[config.mk]
export PLATFORM = sky130hd
export DESIGN_NAME = dyn_output_gen
export DESIGN_NICKNAME = d
export VERILOG_FILES = /design/src/rtl/dyn_output_gen_pkg.sv /design/src/rtl/dyn_output_gen_cmp_watchdog.sv /design/src/rtl/dyn_output_gen.sv
export SDC_FILE = /design/constraint.sdc
export NUM_CORES = 1
export LEC_CHECK = 0
export ABC_AREA = 1
export CELL_PAD_IN_SITES_DETAIL_PLACEMENT = 1
export CELL_PAD_IN_SITES_GLOBAL_PLACEMENT = 1
export CORE_MARGIN = 2
export CORE_UTILIZATION = 44
export DETAILED_ROUTE_END_ITERATION = 8
export PLACE_DENSITY = 0.85
export SYNTH_ARGS = -nofsm -noshare
export SYNTH_HDL_FRONTEND = slang
export SYNTH_SLANG_ARGS = --single-unit
[constraint.sdc]
create_clock -name clk -period 4.3 [get_ports clk]
set_input_delay 1.29 -clock clk [delete_from_list [all_inputs] [get_ports clk]]
set_output_delay 1.29 -clock clk [all_outputs]
set_load 0.01 [all_outputs]
[src/rtl/dyn_output_gen_pkg.sv]
// Shared output-stage definitions: FSM state encoding and default timing
// parameters for the dynamic safety output generator and its checker.
package dyn_output_gen_pkg;

  // Generator state encoding; visible on state_o.
  typedef enum logic [1:0] {
    ST_IDLE  = 2'd0,
    ST_HIGH  = 2'd1,
    ST_LOW   = 2'd2,
    ST_FAULT = 2'd3
  } state_t;

  // Default switch pulse shape (short/long phase lengths in cycles).
  localparam int unsigned DEF_SHORT_LEN = 1;
  localparam int unsigned DEF_LONG_LEN  = 15;

  // Default maximum gap between compare strobes while running.
  localparam int unsigned DEF_WDOG_LEN  = 64;

  // Default counter width; holds max(DEF_LONG_LEN, DEF_WDOG_LEN).
  localparam int unsigned DEF_CNT_W     = 7;

endpackage

[src/rtl/dyn_output_gen_cmp_watchdog.sv]
// Compare watchdog: counts cycles since the last cmp_valid strobe while the
// generator is running and flags a timeout when the gap reaches WDOG_LEN.
// Ports:
//   clk, rst   clock, synchronous active-high reset
//   run        1 while the generator is in HIGH or LOW
//   clr        synchronous clear (generator leaving the running states)
//   cmpValid   compare-complete strobe; restarts the count
//   timeout_c  combinational: this edge is the WDOG_LEN-th without a strobe
module cmp_watchdog #(
  parameter int unsigned WDOG_LEN = 64,
  parameter int unsigned CNT_W    = 7
) (
  input  logic clk,
  input  logic rst,
  input  logic run,
  input  logic clr,
  input  logic cmpValid,
  output logic timeout_c
);

  logic [CNT_W-1:0] wdCnt;

  // Timeout fires on the edge that would take the count past WDOG_LEN-1.
  assign timeout_c = run && !cmpValid && (wdCnt == CNT_W'(WDOG_LEN - 1));

  // Gap counter; held at zero outside the running states, saturates at timeout.
  always_ff @(posedge clk) begin
    if (rst || clr || !run || cmpValid) begin
      wdCnt <= '0;
    end else if (!timeout_c) begin
      wdCnt <= wdCnt + CNT_W'(1);
    end
  end

endmodule

[src/rtl/dyn_output_gen.sv]
// Per-channel dynamic safety output generator. While compare results agree it
// produces a relay square wave (complementary between channels) and an
// asymmetric switch pulse train; on a mismatch or a compare watchdog timeout
// it freezes both outputs low and latches a sticky fault.
// Ports:
//   clk, rst     clock, synchronous active-high reset
//   enable       level; 1 = run, 0 = return to IDLE
//   cmp_valid    single-cycle compare-complete strobe
//   cmp_equal    compare result, qualified by cmp_valid
//   relay_ctrl   registered relay square wave
//   switch_ctrl  registered switch pulse train
//   fault        sticky fault flag, cleared only by rst
//   state_o      current FSM state
module dyn_output_gen
  import dyn_output_gen_pkg::*;
#(
  parameter bit          POLARITY  = 1'b0,
  parameter int unsigned SHORT_LEN = DEF_SHORT_LEN,
  parameter int unsigned LONG_LEN  = DEF_LONG_LEN,
  parameter int unsigned WDOG_LEN  = DEF_WDOG_LEN,
  parameter int unsigned CNT_W     = DEF_CNT_W
) (
  input  logic       clk,
  input  logic       rst,
  input  logic       enable,
  input  logic       cmp_valid,
  input  logic       cmp_equal,
  output logic       relay_ctrl,
  output logic       switch_ctrl,
  output logic       fault,
  output logic [1:0] state_o
);

  // Channel 2 swaps the phase lengths: long high / short low.
  localparam int unsigned H_LEN = POLARITY ? LONG_LEN : SHORT_LEN;
  localparam int unsigned L_LEN = POLARITY ? SHORT_LEN : LONG_LEN;

  state_t           state;
  logic [CNT_W-1:0] phCnt;
  logic             running;
  logic             timeout_c;
  logic             faultCond_c;
  logic             wdClr_c;

  assign running     = (state == ST_HIGH) || (state == ST_LOW);
  assign faultCond_c = running && ((cmp_valid && !cmp_equal) || timeout_c);
  assign wdClr_c     = running && (faultCond_c || !enable);
  assign state_o     = state;

  cmp_watchdog #(
    .WDOG_LEN (WDOG_LEN),
    .CNT_W    (CNT_W)
  ) u_wdog (
    .clk       (clk),
    .rst       (rst),
    .run       (running),
    .clr       (wdClr_c),
    .cmpValid  (cmp_valid),
    .timeout_c (timeout_c)
  );

  // Generator FSM with registered outputs and phase counter.
  // Per-edge priority: rst > fault condition > enable low > phase end > count.
  always_ff @(posedge clk) begin
    if (rst) begin
      state       <= ST_IDLE;
      relay_ctrl  <= 1'b0;
      switch_ctrl <= 1'b0;
      fault       <= 1'b0;
      phCnt       <= '0;
    end else begin
      case (state)
        ST_IDLE: begin
          if (enable) begin
            state       <= ST_HIGH;
            switch_ctrl <= 1'b1;
            relay_ctrl  <= POLARITY;
            phCnt       <= CNT_W'(H_LEN - 1);
          end else begin
            switch_ctrl <= 1'b0;
            relay_ctrl  <= 1'b0;
            phCnt       <= '0;
          end
        end

        ST_HIGH, ST_LOW: begin
          if (faultCond_c) begin
            state       <= ST_FAULT;
            switch_ctrl <= 1'b0;
            relay_ctrl  <= 1'b0;
            fault       <= 1'b1;
            phCnt       <= '0;
          end else if (!enable) begin
            state       <= ST_IDLE;
            switch_ctrl <= 1'b0;
            relay_ctrl  <= 1'b0;
            phCnt       <= '0;
          end else if (phCnt == '0) begin
            if (state == ST_HIGH) begin
              state       <= ST_LOW;
              switch_ctrl <= 1'b0;
              phCnt       <= CNT_W'(L_LEN - 1);
            end else begin
              // Relay toggles once per full pulse period, at the start of HIGH.
              state       <= ST_HIGH;
              switch_ctrl <= 1'b1;
              relay_ctrl  <= ~relay_ctrl;
              phCnt       <= CNT_W'(H_LEN - 1);
            end
          end else begin
            phCnt <= phCnt - CNT_W'(1);
          end
        end

        default: begin
          // FAULT is absorbing; only rst leaves it.
          state       <= ST_FAULT;
          switch_ctrl <= 1'b0;
          relay_ctrl  <= 1'b0;
          fault       <= 1'b1;
          phCnt       <= '0;
        end
      endcase
    end
  end

endmodule

==> results of run 1 <==
## stage by stage
stage	std cells	hold WS, ns	setup WS [ns]
after detailed placement	174	0.411	1.56
after global routing	178	0.441	1.67
after floorplan	137	0.392	2.18
final	178	0.433	1.74
after global placement	174	0.410	1.62
after CTS	178	0.434	1.72
## cells in the final DEF, fill, tap and decap left out, drive strengths merged
cell type      count
a21oi             10
and2               1
clkbuf             3
clkdlybuf4s50      9
clkinv             1
dfxtp             19
ha                 6
inv               20
nand2             24
nand3              9
nand3b             1
nand4              3
nor2              27
nor3               1
o21ai              3
o22ai              1
o31ai              1
or2                3
xnor2              6
xor2               2
## routing by layer
layer | up-vias | GRT usage (%) | share of wire [%]
met5 | - | 0 | 0
met4 | 0 | 6.41 | 0.44
met3 | 2 | 3.67 | 1.8
met2 | 7 | 33.3 | 51
met1 | 401 | 23.1 | 47
li1 | 460 | - | -
## sequential cells by signal, summed over array words and instances (netlist names)
name and flops:
phCnt 7, state_o 2, switch_ctrl 1, relay_ctrl 1, fault 1, u_wdog.wdCnt 7
## power breakdown
group          switching, mW  internal (mW)  leakage (nW)  total (mW)
Combinational          0.187          0.133         0.382       0.320
Clock                 0.0549         0.0346        0.0177      0.0895
Sequential            0.0206          0.201         0.154       0.222
## kinds of logic after synthesis
kind of cell	count (synthesis)	share of synthesized area, %
AOI/OAI and AO/OA	15	9.13
adders and majority gates	6	7.03
buffers and inverters	20	7.03
DFF	19	35.6
xor gates and xnor gates	8	6.56
and+or+nand+nor	69	34.7
## Yosys cell counts
cell type,instances,share of area [%]
xor2_1,2,1.6
nand2_1,20,7.0
nand2_4,2,2.1
nand3_2,2,1.9
xnor2_1,6,4.9
o31ai_1,1,0.70
a21oi_2,5,4.1
nor2_4,2,2.1
nand3b_1,1,0.70
ha_1,6,7.0
nand4_4,1,2.0
inv_2,2,0.70
nand3_4,1,1.6
and2_1,1,0.59
or2_1,1,0.59
o21ai_0,2,0.94
nor2_1,23,8.1
o21ai_1,1,0.47
inv_1,18,6.3
nand3_1,6,2.8
dfxtp_1,19,36
nor2_2,2,1.2
o22ai_1,1,0.59
nand4_1,2,1.2
a21oi_1,5,2.3
nand2_2,2,1.2
nor3_1,1,0.47
or2_2,2,1.2
## cell type report
type                            instances  area (sq um)  area share (%)
Clock inverter                          1          5.00           0.410
Multi-Input combinational cell         98           613            50.2
Timing Repair Buffer                    9          90.1            7.38
Tap cell                               28          35.0            2.87
Inverter                               20          75.1            6.15
Sequential cell                        19           380            31.1
Clock buffer                            3          22.5            1.84
## how the worst max path moves through the flow
stage | start | to | slack, ns | cells past startpoint
after detailed placement | cmp_valid | phCnt[6] | 1.56 | 9
after CTS | state_o[1] | state_o[1] | 1.72 | 1
after global routing | state_o[1] | state_o[1] | 1.67 | 1
after global placement | cmp_valid | phCnt[6] | 1.62 | 9
final | state_o[1] | state_o[1] | 1.74 | 1
after floorplan | cmp_valid | state_o[1] | 2.18 | 8
==> impl_metrics.tcl, run 1 <==
set metrics [dict create \
    hold_class "flip-flop to flip-flop" \
    ys_types 28 \
    p_leak_nw 0.554 \
    seq_area_frac_synth_pct 35.6 \
    path_cells "clkdlybuf4s50_1" \
    startpoint_type "flip-flop" \
    status "finished, final reports clean" \
    clock_latency_ns 0.29 \
    htreeDepth 1 \
    whs_endpoint "phCnt[0]" \
    avgRoutedWirePerCell_um 12.6 \
    drt-total-wl_um 2250 \
    p_total_uw 631 \
    antenna_left 0 \
    syn_area_sq_mm 0.00107 \
    dr.pass1.iters 4 \
    cts_hold_buf 0 \
    antenna_found_initial 0 \
    core.rowCount 17 \
    fin_crit_sh_pct 59.6 \
    cpPeakStageDelay_ns 0.56 \
    grt_first_pass_wirelength_um 3930 \
    portBuffers 9 \
    crit_family "buffers and inverters" \
    syn_nets 148 \
    clk_pin_slew_ns 0.11 \
    io_pins 10 \
    finalClockSkew_ns 0.00153 \
    whs_path_depth 1 \
    relSlewSlack_pct 78.7 \
    slew_violations 0 \
    worst_slew_pin_slew_ns 0.319 \
    reg2reg_depth 9 \
    drive_gt1_share_pct 16.7 \
    syn_avg_cell_area_sq_um 7.80 \
    route.detailed.drc 0 \
    path_class "flip-flop to output port" \
    cts_tree "done" \
    dpl-instance-area_sq_mm 0.00119 \
    via_per_inst 4.89 \
    grt_usage_pct 19.1 \
    r2r_end "u_wdog.wdCnt[2]" \
    die_h_um 53.3 \
    finalInstanceArea_sq_mm 0.00122 \
    crit_path_end_kind "output port" \
    cp_max_fo 4 \
    maxCapViolCount 0 \
    grt_pass1_vias 923 \
    grt_max_degree 12 \
    tns_ns 0 \
    cp_slowest_cell "clkdlybuf4s50_1" \
    gp_congestion 0.866 \
    fmax_mhz 390 \
    nets 162 \
    grt_setup_unrepaired "no" \
    powerDensity_mw_per_mm2 517 \
    cts_buffers 3 \
    cts_resized 0 \
    grt_overflow 0 \
    start_util_pct 47.4 \
    worst-path-buf-inv 1 \
    r2r_slack_ns 2.47 \
    syn-instance-count 137 \
    postLayoutCoreUtil_pct 54.2 \
    diodes 0 \
    die_area_sq_mm 0.00284 \
    hold_viol 0 \
    cts.sinks 19 \
    reg2reg_from "state_o[1]" \
    die_x_um 53.3 \
    finalSetupViolCount 0 \
    hold_start "phCnt[0]" \
    clock_path_buffers 2 \
    synth-seq-cells 19 \
    n_fill_cell 304 \
    worstPathArrival_ns 1.27 \
    area_growth_pct 14.3 \
    cts_post_setup_buffers_inserted 0 \
    drtIter0Drc 5 \
    cts_root_buffer "clkbuf_4" \
    post-dp-hpwl_um 1910 \
    num_vias 870 \
    ir_drop_mv 0.297 \
    core-area_sq_mm 0.00225 \
    ys.warnings.count 0 \
    period_needed_ns 2.56 \
    worstPathRequired_ns 3.01 \
]
No activity file was read; power rests on OpenSTA's default activity.
==> run 2, diff against run 1 <==
--- a/config.mk
+++ b/config.mk
@@ -9,9 +9,9 @@
 export CELL_PAD_IN_SITES_DETAIL_PLACEMENT = 1
 export CELL_PAD_IN_SITES_GLOBAL_PLACEMENT = 1
 export CORE_MARGIN = 2
-export CORE_UTILIZATION = 44
+export CORE_UTILIZATION = 41
 export DETAILED_ROUTE_END_ITERATION = 8
-export PLACE_DENSITY = 0.85
+export PLACE_DENSITY = 0.8
 export SYNTH_ARGS = -nofsm -noshare
 export SYNTH_HDL_FRONTEND = slang
 export SYNTH_SLANG_ARGS = --single-unit
==> constraint.sdc (replaced) <==
create_clock -name clk -period 2.5 [get_ports clk]
set_input_delay 0.75 -clock clk [delete_from_list [all_inputs] [get_ports clk]]
set_output_delay 0.75 -clock clk [all_outputs]
set_load 0.01 [all_outputs]
==> run 2 against run 1 <==
  * Worst setup slack got worse by 1.3 ns
  * Design area increased by 0.20%
  * Die area increased by 6.8%
  * Clock skew increased by 0.0036 ns
  * Flip-flop and latch count unchanged
  * Non-clock buffer count unchanged
  * First-iteration DRC count decreased by 20%
  * Sequential share of layout area decreased by 0.064 points
  * Global-route usage decreased by 0.43 points
  * Register-to-register slack got worse by 1.8 ns
  * Clock power increased by 85%
  * Largest power group unchanged
==> impl_metrics.tcl, run 2 (synthesized netlist as in run 1, its figures left out) <==
set metrics [dict create \
    avgRoutedWirePerCell_um 12.8 \
    ir_drop_mv 0.594 \
    finalSetupViolCount 0 \
    comb_power_share_pct 50.1 \
    worst-path-buf-inv 1 \
    period_needed_ns 2.08 \
    fmax_mhz 481 \
    grt_overflow 0 \
    worst_slew_pin_slew_ns 0.302 \
    switching_share_pct 42.6 \
    worstPathRequired_ns 1.75 \
    finalClockSkew_ns 0.00515 \
    route.detailed.drc 0 \
    post-dp-hpwl_um 1850 \
    r2r_slack_ns 0.63 \
    p_total_mw 1.10 \
    nets 162 \
    cp_max_fo 4 \
    cpPeakStageDelay_ns 0.57 \
    cts_buffers 3 \
    p_leak_nw 0.554 \
    drt-total-wl_um 2310 \
    grt_first_pass_wirelength_um 3920 \
    grt_max_degree 12 \
    hold_class "flip-flop to flip-flop" \
    fin_crit_sh_pct 83.1 \
    pwr-share-seq_pct 34.9 \
    startpoint_type "flip-flop" \
    portBuffers 9 \
    dpl-instance-area_sq_mm 0.00120 \
    maxCapViolCount 0 \
    htreeDepth 1 \
    antenna_left 0 \
    clock_latency_ns 0.31 \
    finalNonFillerCells 180 \
    final_common_cell "nor2_1" \
    grt_pass1_vias 905 \
    n_fill_cell 318 \
    clk_pin_slew_ns 0.11 \
    core-area_sq_mm 0.00248 \
    crit_family "buffers and inverters" \
    antenna_found_initial 0 \
    core.rowCount 18 \
    cp_slowest_cell "clkdlybuf4s50_1" \
    slew_violations 0 \
    grt_setup_unrepaired "no" \
    cts_post_setup_buffers_inserted 0 \
    place_inst 176 \
    start_util_pct 43.1 \
    dr.pass1.iters 4 \
    clock_power_share_pct 15.0 \
    diodes 0 \
    grt_usage_pct 18.7 \
    p_sw_uw 471 \
    drtIter0Drc 4 \
    via_per_inst 4.93 \
    powerDensity_mw_per_mm2 903 \
    num_vias 887 \
    die_area_sq_mm 0.00303 \
    relSlewSlack_pct 79.8 \
    cts_tree "done" \
    status "finished, final reports clean" \
    cts.sinks 19 \
    path_class "flip-flop to output port" \
    gp_congestion 0.814 \
    io_pins 10 \
    hold_viol 0 \
    cts_root_buffer "clkbuf_4" \
    internal-power_uw 634 \
    final_cell_mix "23 x nor2_1, 20 x nand2_1, 19 x dfxtp_1, 18 x inv_1, 9 x clkdlybuf4s50_1" \
    worstPathArrival_ns 1.33 \
    die_h_um 55.1 \
    finalInstanceArea_sq_mm 0.00122 \
    cts_resized 0 \
    tns_ns 0 \
    path_cells "clkdlybuf4s50_1" \
    drive_gt1_share_pct 16.7 \
    die_x_um 55.1 \
    cts_hold_buf 0 \
    area_growth_pct 14.5 \
    crit_path_end_kind "output port" \
    clock_path_buffers 2 \
]
## run 2: stage by stage
step | utilization, % | worst slack [ns] | hold WS, ns
detailed placement | 48.3 | 0.307 | 0.442
floorplan | - | 0.843 | 0.392
global route | 49.4 | 0.391 | 0.459
global placement | 48.3 | 0.374 | 0.419
finish | 49.4 | 0.423 | 0.442
CTS | 49.4 | 0.408 | 0.460
## run 2: power by group through the flow
stage	Sequential (mW)	Combinational (mW)	Clock [mW]
floorplan	0.396	0.381	0
global placement	0.388	0.530	0
detailed placement	0.393	0.557	0
CTS	0.386	0.560	0.175
global route	0.390	0.633	0.180
finish	0.385	0.553	0.166
## run 2: final cells by class
type,count,area [sq um],area share [%]
Multi-Input combinational cell,98,613,50.1
Inverter,20,75.1,6.13
Timing Repair Buffer,9,90.1,7.36
Clock buffer,3,22.5,1.84
Tap cell,30,37.5,3.07
Clock inverter,1,5.00,0.409
Sequential cell,19,380,31.1
## run 2: worst paths after layout
kind | from | end | depth (start not counted)
setup / recovery | state_o[1] | state_o[1] | 1
hold / removal | phCnt[0] | phCnt[0] | 1
setup reg to reg | state_o[1] | phCnt[4] | 11
hold reg to reg | phCnt[0] | phCnt[0] | 1
## run 2: per-layer routing
metal,share of wire [%],global-route usage (%)
met5,0,0
met4,2.2,9.76
met3,2.4,3.23
met2,52,34.3
met1,44,20.2
==> run 3, diff against run 2 <==
==> constraint.sdc (replaced) <==
create_clock -name clk -period 2.09 [get_ports clk]
set_input_delay 0.627 -clock clk [delete_from_list [all_inputs] [get_ports clk]]
set_output_delay 0.627 -clock clk [all_outputs]
set_load 0.01 [all_outputs]
==> run 3 against run 2 <==
  * Final cell count is 1.1% higher
  * Global-route usage decreased by 1.3 points
  * Clock power up 18%
  * Clock-buffer cell count stayed put
  * Worst setup slack got worse by 0.25 ns
  * Wire length fell by 5.6%
  * Sequential share of layout area fell by 0.38 points
  * Non-clock buffer count grew 2
  * Register-to-register slack got worse by 0.36 ns
  * Flip-flop and latch count unchanged
==> impl_metrics.tcl, run 3 (synthesized netlist as in run 1, its figures left out) <==
set metrics [dict create \
    cts_hold_buf 0 \
    diodes 0 \
    final_common_cell "nor2_1" \
    cts_tree "done" \
    area_growth_pct 15.9 \
    worstPathRequired_ns 1.46 \
    pre_cts_ws_ns 0.0664 \
    finalClockSkew_ns 0.00440 \
    worst-path-buf-inv 1 \
    hold_ws_ns 0.431 \
    drive_gt1_share_pct 17.8 \
    post-dp-hpwl_um 1790 \
    crit_end "state_o[1]" \
    crit_family "buffers and inverters" \
    hold_viol 0 \
    path_class "flip-flop to output port" \
    clk_pin_slew_ns 0.11 \
    drt-total-wl_um 2180 \
    top_layer_used "met4" \
    cts_post_setup_buffers_inserted 0 \
    grt_max_degree 12 \
    wl_met3_um 45 \
    num_vias 878 \
    fmax_mhz 522 \
    gp_congestion 0.775 \
    period_needed_ns 1.92 \
    worstPathArrival_ns 1.29 \
    setup_slack_ns 0.173 \
    hold_class "flip-flop to flip-flop" \
    path_cells "clkdlybuf4s50_1" \
    cts.sinks 19 \
    cts_resized 0 \
    grt_pass1_vias 913 \
    die_area_sq_mm 0.00303 \
    maxCapViolCount 0 \
    antenna_left 0 \
    dr.pass1.iters 2 \
    htreeDepth 1 \
    cpPeakStageDelay_ns 0.57 \
    grt_first_pass_wirelength_um 3750 \
    cp_max_fo 4 \
    r2r_slack_ns 0.27 \
    fin_crit_sh_pct 91.7 \
    avgRoutedWirePerCell_um 12.0 \
    die_x_um 55.1 \
    powerDensity_mw_per_mm2 1050 \
    status "finished, final reports clean" \
    wl_met1_um 1040 \
    clock_latency_ns 0.30 \
    drtIter0Drc 4 \
    cts_buffers 3 \
    cts_root_buffer "clkbuf_4" \
    grt_overflow 0 \
    die_h_um 55.1 \
    clock_path_buffers 2 \
    slew_violations 0 \
    wl_met2_um 1070 \
    p_total_mw 1.30 \
    path_depth 1 \
    ir_drop_mv 0.657 \
    crit_path_start "state_o[1]" \
    worst_slew_pin_slew_ns 0.284 \
    r2r_end "u_wdog.wdCnt[3]" \
    reg2reg_depth 9 \
    relSlewSlack_pct 81.0 \
    route.detailed.drc 0 \
    n_fill_cell 327 \
    nets 164 \
    via_per_inst 4.82 \
    reg2reg_from "state_o[1]" \
    finalSetupViolCount 0 \
    portBuffers 9 \
    final_cell_mix "23 x nor2_1, 20 x nand2_1, 19 x dfxtp_1, 18 x inv_1, 9 x clkdlybuf4s50_1" \
    crit_path_end_kind "output port" \
    start_util_pct 43.1 \
    io_pins 10 \
    startpoint_type "flip-flop" \
    tns_ns 0 \
    grt_usage_pct 17.4 \
    antenna_found_initial 0 \
    grt_setup_unrepaired "no" \
    cp_slowest_cell "clkdlybuf4s50_1" \
    core.rowCount 18 \
    p_leak_nw 0.564 \
    core-area_sq_mm 0.00248 \
]
==> run 3: cell count changes in the layout (fill, tap and decap cells not counted) <==
cell,before,now
buf_4,0,2
==> run 3: stage by stage <==
| stage | cells | instance area (sq um) | utilization [%] |
|---|---|---|---|
| 2_1_floorplan | 137 | 1070 | - |
| 3_3_place_gp | 178 | 1210 | 48.9 |
| 3_5_place_dp | 178 | 1210 | 48.9 |
| 4_1_cts | 182 | 1240 | 50.0 |
| 5_1_grt | 182 | 1240 | 50.0 |
| 6_report | 182 | 1240 | 50.0 |
==> run 3: per-layer routing <==
metal  up-vias  global-route usage, %
met5         -                      0
met2         9                   32.1
li1        467                      -
met4         0                   4.88
met1       398                   20.7
met3         4                   2.42
==> run 3: area by class of cell <==
type,instances,area (sq um),share of cell area (%)
Clock buffer,3,22.5,1.82
Tap cell,30,37.5,3.03
Timing Repair Buffer,11,105,8.48
Sequential cell,19,380,30.7
Multi-Input combinational cell,98,613,49.5
Inverter,20,75.1,6.06
Clock inverter,1,5.00,0.404
==> run 3: where the power goes <==
part	switching [mW]	leakage, nW	internal (mW)
clock	0.124	0.0177	0.0713
sequential	0.0426	0.154	0.414
combinational	0.372	0.392	0.275
==> run 3: worst min path at each step <==
stage             start  endpoint  cells past startpoint  slack, ns
6_report       phCnt[0]  phCnt[0]                      1       0.43
5_1_grt        phCnt[0]  phCnt[0]                      1       0.46
4_1_cts        phCnt[0]  phCnt[0]                      1       0.44
3_5_place_dp   phCnt[0]  phCnt[0]                      1       0.42
3_3_place_gp   phCnt[0]  phCnt[0]                      1       0.42
2_1_floorplan  phCnt[0]  phCnt[0]                      1       0.39
